[config.mk]
export PLATFORM = sky130hd
export DESIGN_NAME = noc_merge_arb
export DESIGN_NICKNAME = d
export VERILOG_FILES = /design/src/rtl/noc_pkg.sv /design/src/rtl/rr_arb2.sv /design/src/rtl/noc_merge_arb.sv
export SDC_FILE = /design/constraint.sdc
export NUM_CORES = 1
export LEC_CHECK = 0
export ABC_AREA = 1
export BUFFER_PORTS_ARGS = -buffer_cell sky130_fd_sc_hd__buf_2
export CORE_UTILIZATION = 40
export DETAILED_ROUTE_END_ITERATION = 10
export GPL_TIMING_DRIVEN = 0
export PLACE_DENSITY_LB_ADDON = 0.3
export SLEW_MARGIN = 15
export SYNTH_ARGS = -nofsm -noshare
export SYNTH_HDL_FRONTEND = slang
export SYNTH_SLANG_ARGS = --single-unit
[constraint.sdc]
create_clock -name CLK -period 1.2 [get_ports CLK]
set_input_delay 0.12 -clock CLK [delete_from_list [all_inputs] [get_ports CLK]]
set_output_delay 0.12 -clock CLK [all_outputs]
set_load 0.005 [all_outputs]
[src/rtl/noc_pkg.sv]
// Shared NoC definitions: packet/source types, address field bounds and the
// output-register state encoding used by the merge arbiter.
package noc_pkg;

    localparam int PKT_W   = 9;
    localparam int ADDR_HI = 8;
    localparam int ADDR_LO = 5;

    typedef logic [PKT_W-1:0] pkt_t;
    typedef logic             src_t;

    typedef enum logic {
        OBUF_EMPTY = 1'b0,
        OBUF_FULL  = 1'b1
    } obuf_state_e;

endpackage

[src/rtl/rr_arb2.sv]
// Two-requester round-robin grant logic, purely combinational.
// Grant is one-hot, or zero when nobody requests.
module rr_arb2
    import noc_pkg::*;
(
    input  logic [1:0] req,
    input  src_t       last_grant,
    output logic [1:0] gnt
);

    // On contention the requester that did not win last time goes first.
    always_comb begin
        gnt = 2'b00;
        case (req)
            2'b01:   gnt = 2'b01;
            2'b10:   gnt = 2'b10;
            2'b11:   gnt = last_grant ? 2'b01 : 2'b10;
            default: gnt = 2'b00;
        endcase
    end

endmodule

[src/rtl/noc_merge_arb.sv]
// Two-input round-robin merge into a one-entry full-throughput output register.
// Optional per-input grant counters are built when MERGE_GRANT_CNT_EN is defined.
module noc_merge_arb
    import noc_pkg::*;
#(
    parameter int W = PKT_W
)
(
    input  logic         CLK,
    input  logic         _RESET,
    input  logic [W-1:0] in0_data,
    input  logic         in0_valid,
    output logic         in0_ready,
    input  logic [W-1:0] in1_data,
    input  logic         in1_valid,
    output logic         in1_ready,
    output logic [W-1:0] out_data,
    output logic         out_src,
    output logic         out_valid,
    input  logic         out_ready
`ifdef MERGE_GRANT_CNT_EN
    ,
    output logic [15:0]  grant_cnt0,
    output logic [15:0]  grant_cnt1
`endif
);

    obuf_state_e state, state_next;
    logic [1:0]  req;
    logic [1:0]  gnt;
    logic        free;
    logic        accept;
    src_t        sel;
    src_t        last_grant;

    assign req = {in1_valid, in0_valid};

    rr_arb2 u_arb (
        .req        (req),
        .last_grant (last_grant),
        .gnt        (gnt)
    );

    // Readies are masked by reset so nothing is taken while the block is held.
    assign free      = (state == OBUF_EMPTY) || out_ready;
    assign in0_ready = _RESET && free && gnt[0];
    assign in1_ready = _RESET && free && gnt[1];
    assign accept    = in0_ready || in1_ready;
    assign sel       = in1_ready;
    assign out_valid = (state == OBUF_FULL);

    always_comb begin
        state_next = state;
        case (state)
            OBUF_EMPTY: if (accept) state_next = OBUF_FULL;
            OBUF_FULL:  if (!accept && out_ready) state_next = OBUF_EMPTY;
            default:    state_next = OBUF_EMPTY;
        endcase
    end

    always_ff @(posedge CLK) begin
        if (!_RESET) state <= OBUF_EMPTY;
        else         state <= state_next;
    end

    // A drain with no refill leaves data/src untouched; last_grant starts at 1
    // so input 0 wins the first contention.
    always_ff @(posedge CLK) begin
        if (!_RESET) begin
            out_data   <= '0;
            out_src    <= 1'b0;
            last_grant <= 1'b1;
        end else if (accept) begin
            out_data   <= sel ? in1_data : in0_data;
            out_src    <= sel;
            last_grant <= sel;
        end
    end

`ifdef MERGE_GRANT_CNT_EN
    logic [15:0] cnt0_q;
    logic [15:0] cnt1_q;

    always_ff @(posedge CLK) begin
        if (!_RESET) begin
            cnt0_q <= '0;
            cnt1_q <= '0;
        end else begin
            if (in0_ready && (cnt0_q != 16'hFFFF)) cnt0_q <= cnt0_q + 16'd1;
            if (in1_ready && (cnt1_q != 16'hFFFF)) cnt1_q <= cnt1_q + 16'd1;
        end
    end

    assign grant_cnt0 = cnt0_q;
    assign grant_cnt1 = cnt1_q;
`endif

endmodule

Word level (Yosys, flattened, before mapping)

Cells that the tools add are included.
Widths: inputs -> output; s select.

Bits in registers: 12
Bits in latches: 0
Memories kept: 0
Memory bits (writable): 0
Bits in read-only memories: 0
Logic and storage cells: 21

Order comparisons: 0
$add $sub $neg: 0
Bitwise gates (word level): 1
Divide/modulo/power cells: 0
Multipliers: 0
Equality and inequality tests: 3
Reductions and logical operators: 7
Shifts and indexed selects: 0
Multiplexer cells: 6

Operator list:

| kind               | count |
|---|---|
| $mux 9             | 1 |
| $pmux 2 s3         | 1 |
| $eq 2x2->1 const B | 2 |
| $logic_and 1x1->1  | 4 |
| $eq 2x1->1 const B | 1 |
| $logic_or 1x1->1   | 2 |
| $mux 1             | 2 |
| $mux 2             | 1 |
| $pmux 1 s2         | 1 |
| $logic_not 1->1    | 1 |
| $not 1->1          | 1 |

Longest topological paths before layout

Gate-level depths: netlist (run 1).

Depth after elaboration: 9
Depth in mapped cells: 7

By module

A second synthesis (run 1) with hierarchy kept.

Cell total of the unflattened synthesis: 107
Area total of the unflattened synthesis: 700.7 um2

By module, submodules not included:

| module        | area each (um2) | times used | sequential area each (um2) | cells each |
|---|---|---|---|---|
| noc_merge_arb | 679.4           | 1          | 240.2                      | 102 |
| rr_arb2       | 21.3            | 1          | 0.0                        | 5 |

Worst setup path before layout (run 1)

OpenSTA, ideal clock, no wires.

Kind: reg2reg
From: register state, in the netlist out_valid
To: register out_data[0]
Stages on the path, launching flop included: 7
Data required time: 1.091 ns
Library setup time: 0.109 ns
Clock period less this slack: 1.079 ns
Buffers on the path: 0
Arrival time: 0.970 ns
Path slack: 0.121 ns
Cells stage by stage: dfxtp_1 nand2_1 nand2_2 a21oi_4 nand3_1 nand2_1 inv_1

Longest elaborated chain between the ends: 5
Elaborated cells between the ends (all ways): 7
Those cells by class: mux (1); bitwise (1); reduce/logical (5)

RTL lines:

| what                                              | line                                     | RTL |
|---|---|---|
| from (decl)                                       | noc_merge_arb.sv:28                      | `obuf_state_e state, state_next;` |
| from (signal assigned)                            | noc_merge_arb.sv:63                      | `else state <= state_next;` |
| $not 1->1 *                                       | -                                        |  |
| $logic_or 1x1->1 *                                | noc_merge_arb.sv:45                      | `assign free = (state == OBUF_EMPTY) \|\| out_ready;` |
| $logic_and 1x1->1 *                               | noc_merge_arb.sv:46, noc_merge_arb.sv:47 |  |
| $logic_and 1x1->1 (on tied branches)              | noc_merge_arb.sv:47, noc_merge_arb.sv:46 |  |
| $mux 9 / $logic_or 1x1->1 (equally long branches) | noc_merge_arb.sv:74, noc_merge_arb.sv:48 |  |
| to (signal assigned)                              | noc_merge_arb.sv:74                      | `out_data <= sel ? in1_data : in0_data;` |
| to (decl)                                         | noc_merge_arb.sv:17                      | `output logic [W-1:0] out_data,` |

Mark *: on every way between the ends. The rest lies on a longest branch, timed or not.
A chain may end at the register's enable or synchronous reset.

Final worst setup path (run 1)

From: register last_grant
To: output in1_ready

Longest elaborated chain between the ends: 3

RTL lines:

| what                   | line                | RTL |
|---|---|---|
| from (decl)            | noc_merge_arb.sv:34 | `src_t last_grant;` |
| from (signal assigned) | noc_merge_arb.sv:76 | `last_grant <= sel;` |
| $mux 2                 | rr_arb2.sv:17       | `2'b11: gnt = last_grant ? 2'b01 : 2'b10;` |
| $pmux 2 s3             | rr_arb2.sv:14       | `case (req)` |
| $logic_and 1x1->1      | noc_merge_arb.sv:47 | `assign in1_ready = _RESET && free && gnt[1];` |
| to (decl)              | noc_merge_arb.sv:16 | `output logic in1_ready,` |

Every way passes these cells.

==> impl_metrics.prom, run 1 <==
# TYPE chip_impl_metric gauge
chip_impl_metric{name="setup_ws_final",unit="ns"} -0.00832
chip_impl_info{name="status",value="finished, violations left"} 1
chip_impl_metric{name="finalNetCount",unit=""} 181
chip_impl_metric{name="die_width",unit="microns"} 44.1
chip_impl_info{name="layout_commonest_cell",value="buf_2"} 1
chip_impl_metric{name="report.final.setup_viol",unit=""} 2
chip_impl_info{name="min-delay-path-class",value="input port to register"} 1
chip_impl_metric{name="detailroute.via_count",unit=""} 847
chip_impl_metric{name="worst_slew_pin_slew",unit="ns"} 0.473
chip_impl_metric{name="finish.instance_area",unit="sq um"} 1080
chip_impl_metric{name="drtPass1Iterations",unit=""} 6
chip_impl_metric{name="first_global_vias",unit=""} 696
chip_impl_metric{name="cp.required",unit="ns"} 1.08
chip_impl_metric{name="drt_iter0_drc",unit=""} 27
chip_impl_info{name="failed_checks",value="negative setup slack"} 1
chip_impl_metric{name="post_synthesis_average_cell_area",unit="sq um"} 6.56
chip_impl_metric{name="max_freq",unit="GHz"} 0.828
chip_impl_metric{name="route.final.wire_length",unit="microns"} 1960
chip_impl_metric{name="core_area",unit="sq um"} 1580
chip_impl_metric{name="initial_antenna_violation_count",unit=""} 0
chip_impl_metric{name="filler_cell_count",unit=""} 127
chip_impl_info{name="critPathCaptureType",value="output port"} 1
chip_impl_metric{name="clk-insertion-delay-late",unit="ns"} 0.28
chip_impl_metric{name="pre_cts_ws",unit="ns"} -0.00670
chip_impl_metric{name="place.gp.congestion",unit=""} 0.762
chip_impl_metric{name="area_delta_synth_final",unit="%"} 53.2
chip_impl_metric{name="syn_nets",unit=""} 131
chip_impl_info{name="worst_setup_path_start_kind",value="register"} 1
chip_impl_metric{name="worst_ep_arrival_time",unit="ns"} 1.09
chip_impl_metric{name="yosys.area.top_type_share",unit=""} 0.339
chip_impl_metric{name="final_max_slew_viol_count",unit=""} 0
chip_impl_metric{name="post_synth_instance_area",unit="sq um"} 708
chip_impl_metric{name="route.antenna.remaining_nets",unit=""} 0
chip_impl_metric{name="ioPinCount",unit=""} 36
chip_impl_metric{name="yosysWarningCount",unit=""} 0
chip_impl_metric{name="drt-met1-wl",unit="microns"} 845
chip_impl_metric{name="std_cell_rows",unit=""} 14
chip_impl_metric{name="finalHoldViolCount",unit=""} 0
chip_impl_metric{name="cp_num_buf_inv",unit=""} 3
chip_impl_metric{name="timing.clock.skew",unit="ns"} 0.00743
chip_impl_metric{name="placement.io_buffers",unit=""} 35
chip_impl_metric{name="die_y",unit="microns"} 44.1
chip_impl_info{name="critical_path.cell_chain",value="nand2_2, nand2_4, inv_6, nand2_4, inv_2, buf_2"} 1
chip_impl_metric{name="globalRouteOverflowTotal",unit=""} 0
chip_impl_metric{name="ys_seq_area_frac",unit=""} 0.339
chip_impl_metric{name="cts_max_level",unit=""} 1
chip_impl_metric{name="cpPeakStageDelay",unit="ns"} 0.34
chip_impl_metric{name="largest_net_degree_at_the_start_of_global_routing",unit=""} 12
chip_impl_info{name="cts_root_buf",value="clkbuf_4"} 1
chip_impl_metric{name="post-dp-hpwl",unit="microns"} 1190
chip_impl_metric{name="timing.max_slew.rel_slack",unit=""} 0.684
chip_impl_metric{name="remaining_drc_errors",unit=""} 0
chip_impl_metric{name="critical_path_peak_fanout",unit=""} 10
chip_impl_metric{name="post_synth_num_cell_types",unit=""} 14
chip_impl_metric{name="clkSinkCount",unit=""} 12
chip_impl_info{name="crit_slowest_cell",value="dfxtp_2"} 1
chip_impl_info{name="cts_tree",value="yes"} 1
chip_impl_metric{name="final_min_period_over_clock_period",unit=""} 1.01
chip_impl_metric{name="p_leak",unit="nW"} 0.638
chip_impl_metric{name="final_core_util",unit=""} 0.688
chip_impl_metric{name="met3WireLength",unit="microns"} 113
chip_impl_info{name="route.top_layer_used",value="met4"} 1
chip_impl_metric{name="drive_above_1_share",unit=""} 0.414
chip_impl_info{name="worst-setup-path-type",value="register to output port"} 1
chip_impl_metric{name="postSynthCellCount",unit=""} 108
chip_impl_metric{name="insertedDiodeCount",unit=""} 0
chip_impl_metric{name="ys_ff_latch",unit=""} 12
chip_impl_metric{name="pwr_density_cell",unit="nW/um^2"} 1020
chip_impl_metric{name="clkSlewWorstSetupHoldPaths",unit="ns"} 0.09
chip_impl_metric{name="wl_met2",unit="microns"} 980
chip_impl_metric{name="track_usage",unit=""} 0.205
chip_impl_metric{name="drt-wirelength-per-cell",unit="microns"} 11.3
chip_impl_metric{name="cts_made_buffers",unit=""} 3
chip_impl_metric{name="drv.max_cap_violation_count",unit=""} 0
chip_impl_info{name="rsz0062_at_grt",value="yes"} 1
chip_impl_metric{name="irDropWorstVdd",unit="mV"} 0.765
chip_impl_info{name="mostFrequentLayoutCells",value="buf_2, inv_1, nand3_1"} 1
chip_impl_metric{name="die-area",unit="sq um"} 1940
chip_impl_info{name="synth_top_cell_by_area",value="dfxtp_1"} 1
chip_impl_metric{name="post_dp_cell_area",unit="sq um"} 903
chip_impl_metric{name="grt_pass1_wl",unit="microns"} 2930
chip_impl_info{name="path_common_cell",value="nand2_4"} 1
chip_impl_metric{name="period_minus_slack",unit="ns"} 1.21
chip_impl_metric{name="clk_path_buf_depth",unit=""} 2
chip_impl_metric{name="initial_core_util",unit=""} 0.449
chip_impl_info{name="synth_area_leaders",value="dfxtp_1, inv_1, nand3_1"} 1
chip_impl_metric{name="vias_per_cell",unit=""} 4.90
chip_impl_metric{name="postCtsHoldBufs",unit=""} 0
chip_impl_info{name="cpLargestDelayFamily",value="flip-flops"} 1
## layout make-up
type                            instances  area [sq um]  area share
Multi-Input combinational cell         61           385       0.355
Timing Repair Buffer                   44           253       0.233
Sequential cell                        12           243       0.224
Inverter                               34           133       0.122
Clock buffer                            4          36.3      0.0334
Tap cell                               16          20.0      0.0185
Buffer                                  2          15.0      0.0138
## state kept, by name, summed over array words and instances (netlist names)
name / count
out_data: 9
out_src: 1
out_valid: 1
last_grant: 1
## metal layers
layer | up-vias | track usage
met4 | 0 | 0.0727
met2 | 36 | 0.368
met1 | 372 | 0.241
met3 | 4 | 0.0408
li1 | 435 | -
met5 | - | 0
## report_power, final
group	internal, W	switching, W	total [W]	leakage [nW]
clock	0.000184	0.000151	0.000335	0.0210
sequential	0.000434	0.0000166	0.000450	0.0994
combinational	0.000150	0.000168	0.000318	0.517
## worst register-to-register path: cells and delay by family, from the launching register on
family                 cells  cell delay, ns
AO/OA/AOI/OAI              1            0.06
flip-flops                 1            0.36
AND/OR/NAND/NOR            3            0.23
buffers and inverters      4            0.42
## Yosys cell counts
master	n
o21ai_0	1
a21oi_1	10
a21oi_2	1
o21bai_1	9
a21oi_4	1
o211ai_2	1
nand2_1	15
inv_2	2
inv_1	32
clkbuf_1	1
dfxtp_1	12
buf_4	1
nand2_2	2
nand3_1	20
## logic make-up (layout without fill, tap and decap cells)
family,count (synthesis),count (layout),synth area share
flip-flops,12,12,0.339
buffers and inverters,36,84,0.196
AO/OA/AOI/OAI,23,24,0.226
AND/OR/NAND/NOR,37,37,0.239
## worst paths after layout
path	from	to	slack (ns)	cells after the start
min reg2reg	out_src$_SDFFE_PN0P_	out_src$_SDFFE_PN0P_	0.47	2
max	last_grant$_SDFFE_PN1P_	in1_ready	-0.008	6
min	_RESET	last_grant$_SDFFE_PN1P_	0.1	2
max reg2reg	out_valid$_SDFF_PN0_	out_data[3]$_SDFFE_PN0P_	0.02	8
## per-stage QoR
stage / hold WS, ns / total power [W] / std cells / TNS [ns]
finish: 0.0963 / 0.00110 / 173 / -0.0139
global route: 0.101 / 0.00116 / 173 / -0.287
CTS: 0.0799 / 0.00109 / 173 / -0.00973
detailed placement: 0.372 / 0.000698 / 159 / -0.0142
global placement: 0.371 / 0.000692 / 159 / 0
floorplan: 0.204 / 0.000599 / 108 / 0
## timing repair
item	CTS	global route
endpoints found under the setup margin	11	13
hold endpoints to repair	0	0
pin swaps	2	4
gates cloned	1	0
resized for setup	14	6
buffers inserted	9	0
No activity file was read; power rests on OpenSTA's default activity.
==> inputs of run 2 (changes only) <==
--- a/config.mk
+++ b/config.mk
@@ -11,3 +11,3 @@
 export DETAILED_ROUTE_END_ITERATION = 10
-export GPL_TIMING_DRIVEN = 0
+export GPL_TIMING_DRIVEN = 1
 export PLACE_DENSITY_LB_ADDON = 0.3
==> constraint.sdc (replaced) <==
create_clock -name CLK -period 1.2 [get_ports CLK]
set_input_delay 0.18 -clock CLK [delete_from_list [all_inputs] [get_ports CLK]]
set_output_delay 0.18 -clock CLK [all_outputs]
set_load 0.005 [all_outputs]
==> run 2 against run 1 <==
Effect of this change:
- the run still ends with negative setup slack left
- die area stayed put
- count of clock-buffer cells in the layout unchanged
- combinational power shrank 8.5%
- first-iteration DRC count down 7.4%
- flip-flop and latch count stayed put
- sequential power barely moved
- sequential share of layout area up 0.89 points
- critical path depth did not move
- setup slack got worse by 0.0050 ns
- cell area is 3.8% lower
- final cell count down 1.2%
- critical endpoint unchanged
==> impl_metrics.prom, run 2 (synthesis results as in run 1) <==
# TYPE chip_impl_metric gauge
chip_impl_metric{name="drt_iter0_drc",unit=""} 25
chip_impl_metric{name="insertedDiodeCount",unit=""} 0
chip_impl_metric{name="grt_pass1_wl",unit="microns"} 2950
chip_impl_metric{name="worst-r2r-setup-slack",unit="ns"} 0.02
chip_impl_info{name="worstHoldEndpoint",value="last_grant$_SDFFE_PN1P_"} 1
chip_impl_metric{name="std_cell_rows",unit=""} 14
chip_impl_metric{name="clk-insertion-delay-late",unit="ns"} 0.28
chip_impl_info{name="worst-setup-path-type",value="register to output port"} 1
chip_impl_metric{name="clkSinkCount",unit=""} 12
chip_impl_metric{name="post-dp-hpwl",unit="microns"} 1290
chip_impl_metric{name="cp.required",unit="ns"} 1.02
chip_impl_info{name="cts_root_buf",value="clkbuf_4"} 1
chip_impl_metric{name="period_minus_slack",unit="ns"} 1.21
chip_impl_metric{name="finalNetCount",unit=""} 179
chip_impl_metric{name="die-area",unit="sq um"} 1940
chip_impl_metric{name="globalRouteOverflowTotal",unit=""} 0
chip_impl_metric{name="p_leak",unit="nW"} 0.624
chip_impl_metric{name="largest_net_degree_at_the_start_of_global_routing",unit=""} 11
chip_impl_metric{name="fin_cells",unit=""} 171
chip_impl_info{name="critPathCaptureType",value="output port"} 1
chip_impl_metric{name="route.final.wire_length",unit="microns"} 1890
chip_impl_metric{name="placement.io_buffers",unit=""} 35
chip_impl_metric{name="final_core_util",unit=""} 0.662
chip_impl_metric{name="max_freq",unit="GHz"} 0.824
chip_impl_metric{name="largest_register_ffs",unit=""} 9
chip_impl_metric{name="finish.instance_area",unit="sq um"} 1040
chip_impl_metric{name="cts_made_buffers",unit=""} 3
chip_impl_metric{name="critical_path_peak_fanout",unit=""} 2
chip_impl_info{name="r2r_end",value="out_data[0]$_SDFFE_PN0P_"} 1
chip_impl_metric{name="setup_ws_final",unit="ns"} -0.0133
chip_impl_metric{name="min_delay_path_depth",unit=""} 2
chip_impl_metric{name="die_y",unit="microns"} 44.1
chip_impl_info{name="largest_register_by_flop_count",value="out_data"} 1
chip_impl_metric{name="clk_path_buf_depth",unit=""} 2
chip_impl_metric{name="internal-power",unit="W"} 0.000757
chip_impl_metric{name="detailroute.via_count",unit=""} 831
chip_impl_metric{name="track_usage",unit=""} 0.209
chip_impl_metric{name="post_dp_cell_area",unit="sq um"} 930
chip_impl_metric{name="worst_ep_arrival_time",unit="ns"} 1.03
chip_impl_metric{name="final_max_slew_viol_count",unit=""} 0
chip_impl_metric{name="seq_power_share",unit=""} 0.418
chip_impl_metric{name="ioPinCount",unit=""} 36
chip_impl_metric{name="timing.clock.skew",unit="ns"} 0.00601
chip_impl_metric{name="vias_per_cell",unit=""} 4.86
chip_impl_info{name="rsz0062_at_grt",value="yes"} 1
chip_impl_metric{name="drt-wirelength-per-cell",unit="microns"} 11.1
chip_impl_metric{name="die_width",unit="microns"} 44.1
chip_impl_info{name="layout_commonest_cell",value="buf_2"} 1
chip_impl_metric{name="area_delta_synth_final",unit="%"} 47.3
chip_impl_metric{name="drv.max_cap_violation_count",unit=""} 0
chip_impl_metric{name="place.gp.congestion",unit=""} 0.794
chip_impl_metric{name="postCtsHoldBufs",unit=""} 0
chip_impl_metric{name="timing.max_slew.rel_slack",unit=""} 0.663
chip_impl_info{name="failed_checks",value="negative setup slack"} 1
chip_impl_metric{name="share_comb_of_total_power",unit=""} 0.269
chip_impl_metric{name="initial_core_util",unit=""} 0.449
chip_impl_metric{name="power.share.switching",unit=""} 0.299
chip_impl_metric{name="first_global_vias",unit=""} 701
chip_impl_info{name="min-delay-path-class",value="input port to register"} 1
chip_impl_info{name="status",value="finished, violations left"} 1
chip_impl_metric{name="irDropWorstVdd",unit="mV"} 0.656
chip_impl_metric{name="drive_above_1_share",unit=""} 0.394
chip_impl_metric{name="route.antenna.remaining_nets",unit=""} 0
chip_impl_metric{name="power.switching",unit="W"} 0.000323
chip_impl_metric{name="remaining_drc_errors",unit=""} 0
chip_impl_metric{name="share_clk_of_total_power",unit=""} 0.313
chip_impl_metric{name="pwr_density_cell",unit="nW/um^2"} 1030
chip_impl_info{name="worst_setup_path_start_kind",value="register"} 1
chip_impl_metric{name="initial_antenna_violation_count",unit=""} 0
chip_impl_info{name="worstHoldStart",value="_RESET"} 1
chip_impl_metric{name="drtPass1Iterations",unit=""} 6
chip_impl_metric{name="cts_max_level",unit=""} 1
chip_impl_info{name="mostFrequentLayoutCells",value="buf_2, inv_1, nand3_1"} 1
chip_impl_metric{name="worst_slew_pin_slew",unit="ns"} 0.504
chip_impl_metric{name="filler_cell_count",unit=""} 143
chip_impl_metric{name="core_area",unit="sq um"} 1580
chip_impl_metric{name="dp_cells",unit=""} 162
chip_impl_metric{name="finalHoldViolCount",unit=""} 0
chip_impl_info{name="cts_tree",value="yes"} 1
chip_impl_metric{name="worst-r2r-cell-count",unit=""} 6
chip_impl_metric{name="report.final.setup_viol",unit=""} 1
chip_impl_metric{name="final_min_period_over_clock_period",unit=""} 1.01
chip_impl_info{name="critical_path.reg2reg.startpoint",value="out_valid$_SDFF_PN0_"} 1
chip_impl_metric{name="clkSlewWorstSetupHoldPaths",unit="ns"} 0.09
==> run 2: cell types whose count changed in the layout (fill, tap and decap cells not counted), sizes merged <==
| cell | delta |
|---|---|
| a21oi | -1 |
| clkbuf | -1 |
==> run 2: area by class of cell <==
class / count / area [sq um] / share of cell area
clock buffer: 4 / 36.3 / 0.0348
inverter: 34 / 133 / 0.127
multi-input combinational: 60 / 358 / 0.343
sequential: 12 / 243 / 0.233
tap: 16 / 20.0 / 0.0192
timing repair buffer: 45 / 254 / 0.243
==> run 2: per-layer routing <==
layer,up-vias,GRT usage,routed length [microns]
li1,433,-,-
met1,363,0.249,822
met2,33,0.335,946
met3,2,0.0571,111
met4,0,0.127,10
met5,-,0,0
==> run 2: worst max-delay path by stage <==
stage                       startpoint                       end  slack (ns)  cells past startpoint
2_1_floorplan     out_valid$_SDFF_PN0_  out_data[0]$_SDFFE_PN0P_        0.12                      6
5_1_grt        last_grant$_SDFFE_PN1P_                 in1_ready       -0.07                      6
4_1_cts           out_valid$_SDFF_PN0_                 in0_ready       -0.05                      4
3_3_place_gp                 in0_valid                 in1_ready        0.08                      7
6_report       last_grant$_SDFFE_PN1P_                 in1_ready       -0.01                      6
3_5_place_dp                 in0_valid                 in1_ready        0.04                      7
==> run 2: timing repair <==
item / 4_1_cts / 5_1_grt
resized for setup: 6 / 6
setup buffers: 5 / 1
endpoints found under the setup margin: 2 / 11
pin swaps: 3 / 7
==> run 2: power groups by stage <==
stage                     combinational (W)  clock [W]  sequential [W]
after global routing               0.000325   0.000370        0.000457
after global placement             0.000247          0        0.000456
after floorplan                    0.000137          0        0.000462
after CTS                          0.000276   0.000353        0.000450
after detailed placement           0.000252          0        0.000458
final                              0.000291   0.000338        0.000452
==> run 2: through the flow <==
step	power (W)	hold WS [ns]	setup TNS (ns)	setup WS [ns]
floorplan	0.000599	0.264	0	0.121
detailed placement	0.000710	0.430	0	0.0386
CTS	0.00108	0.130	-0.0902	-0.0544
finish	0.00108	0.151	-0.0133	-0.0133
global route	0.00115	0.155	-0.381	-0.0727
global placement	0.000703	0.431	0	0.0827
==> run 2: critical path, cell delays in order (launching register included) <==
cell	delay [ns]
dfxtp_2	0.36
nand2_4	0.06
nand2_4	0.08
inv_6	0.03
nand2_1	0.07
inv_1	0.04
buf_2	0.12
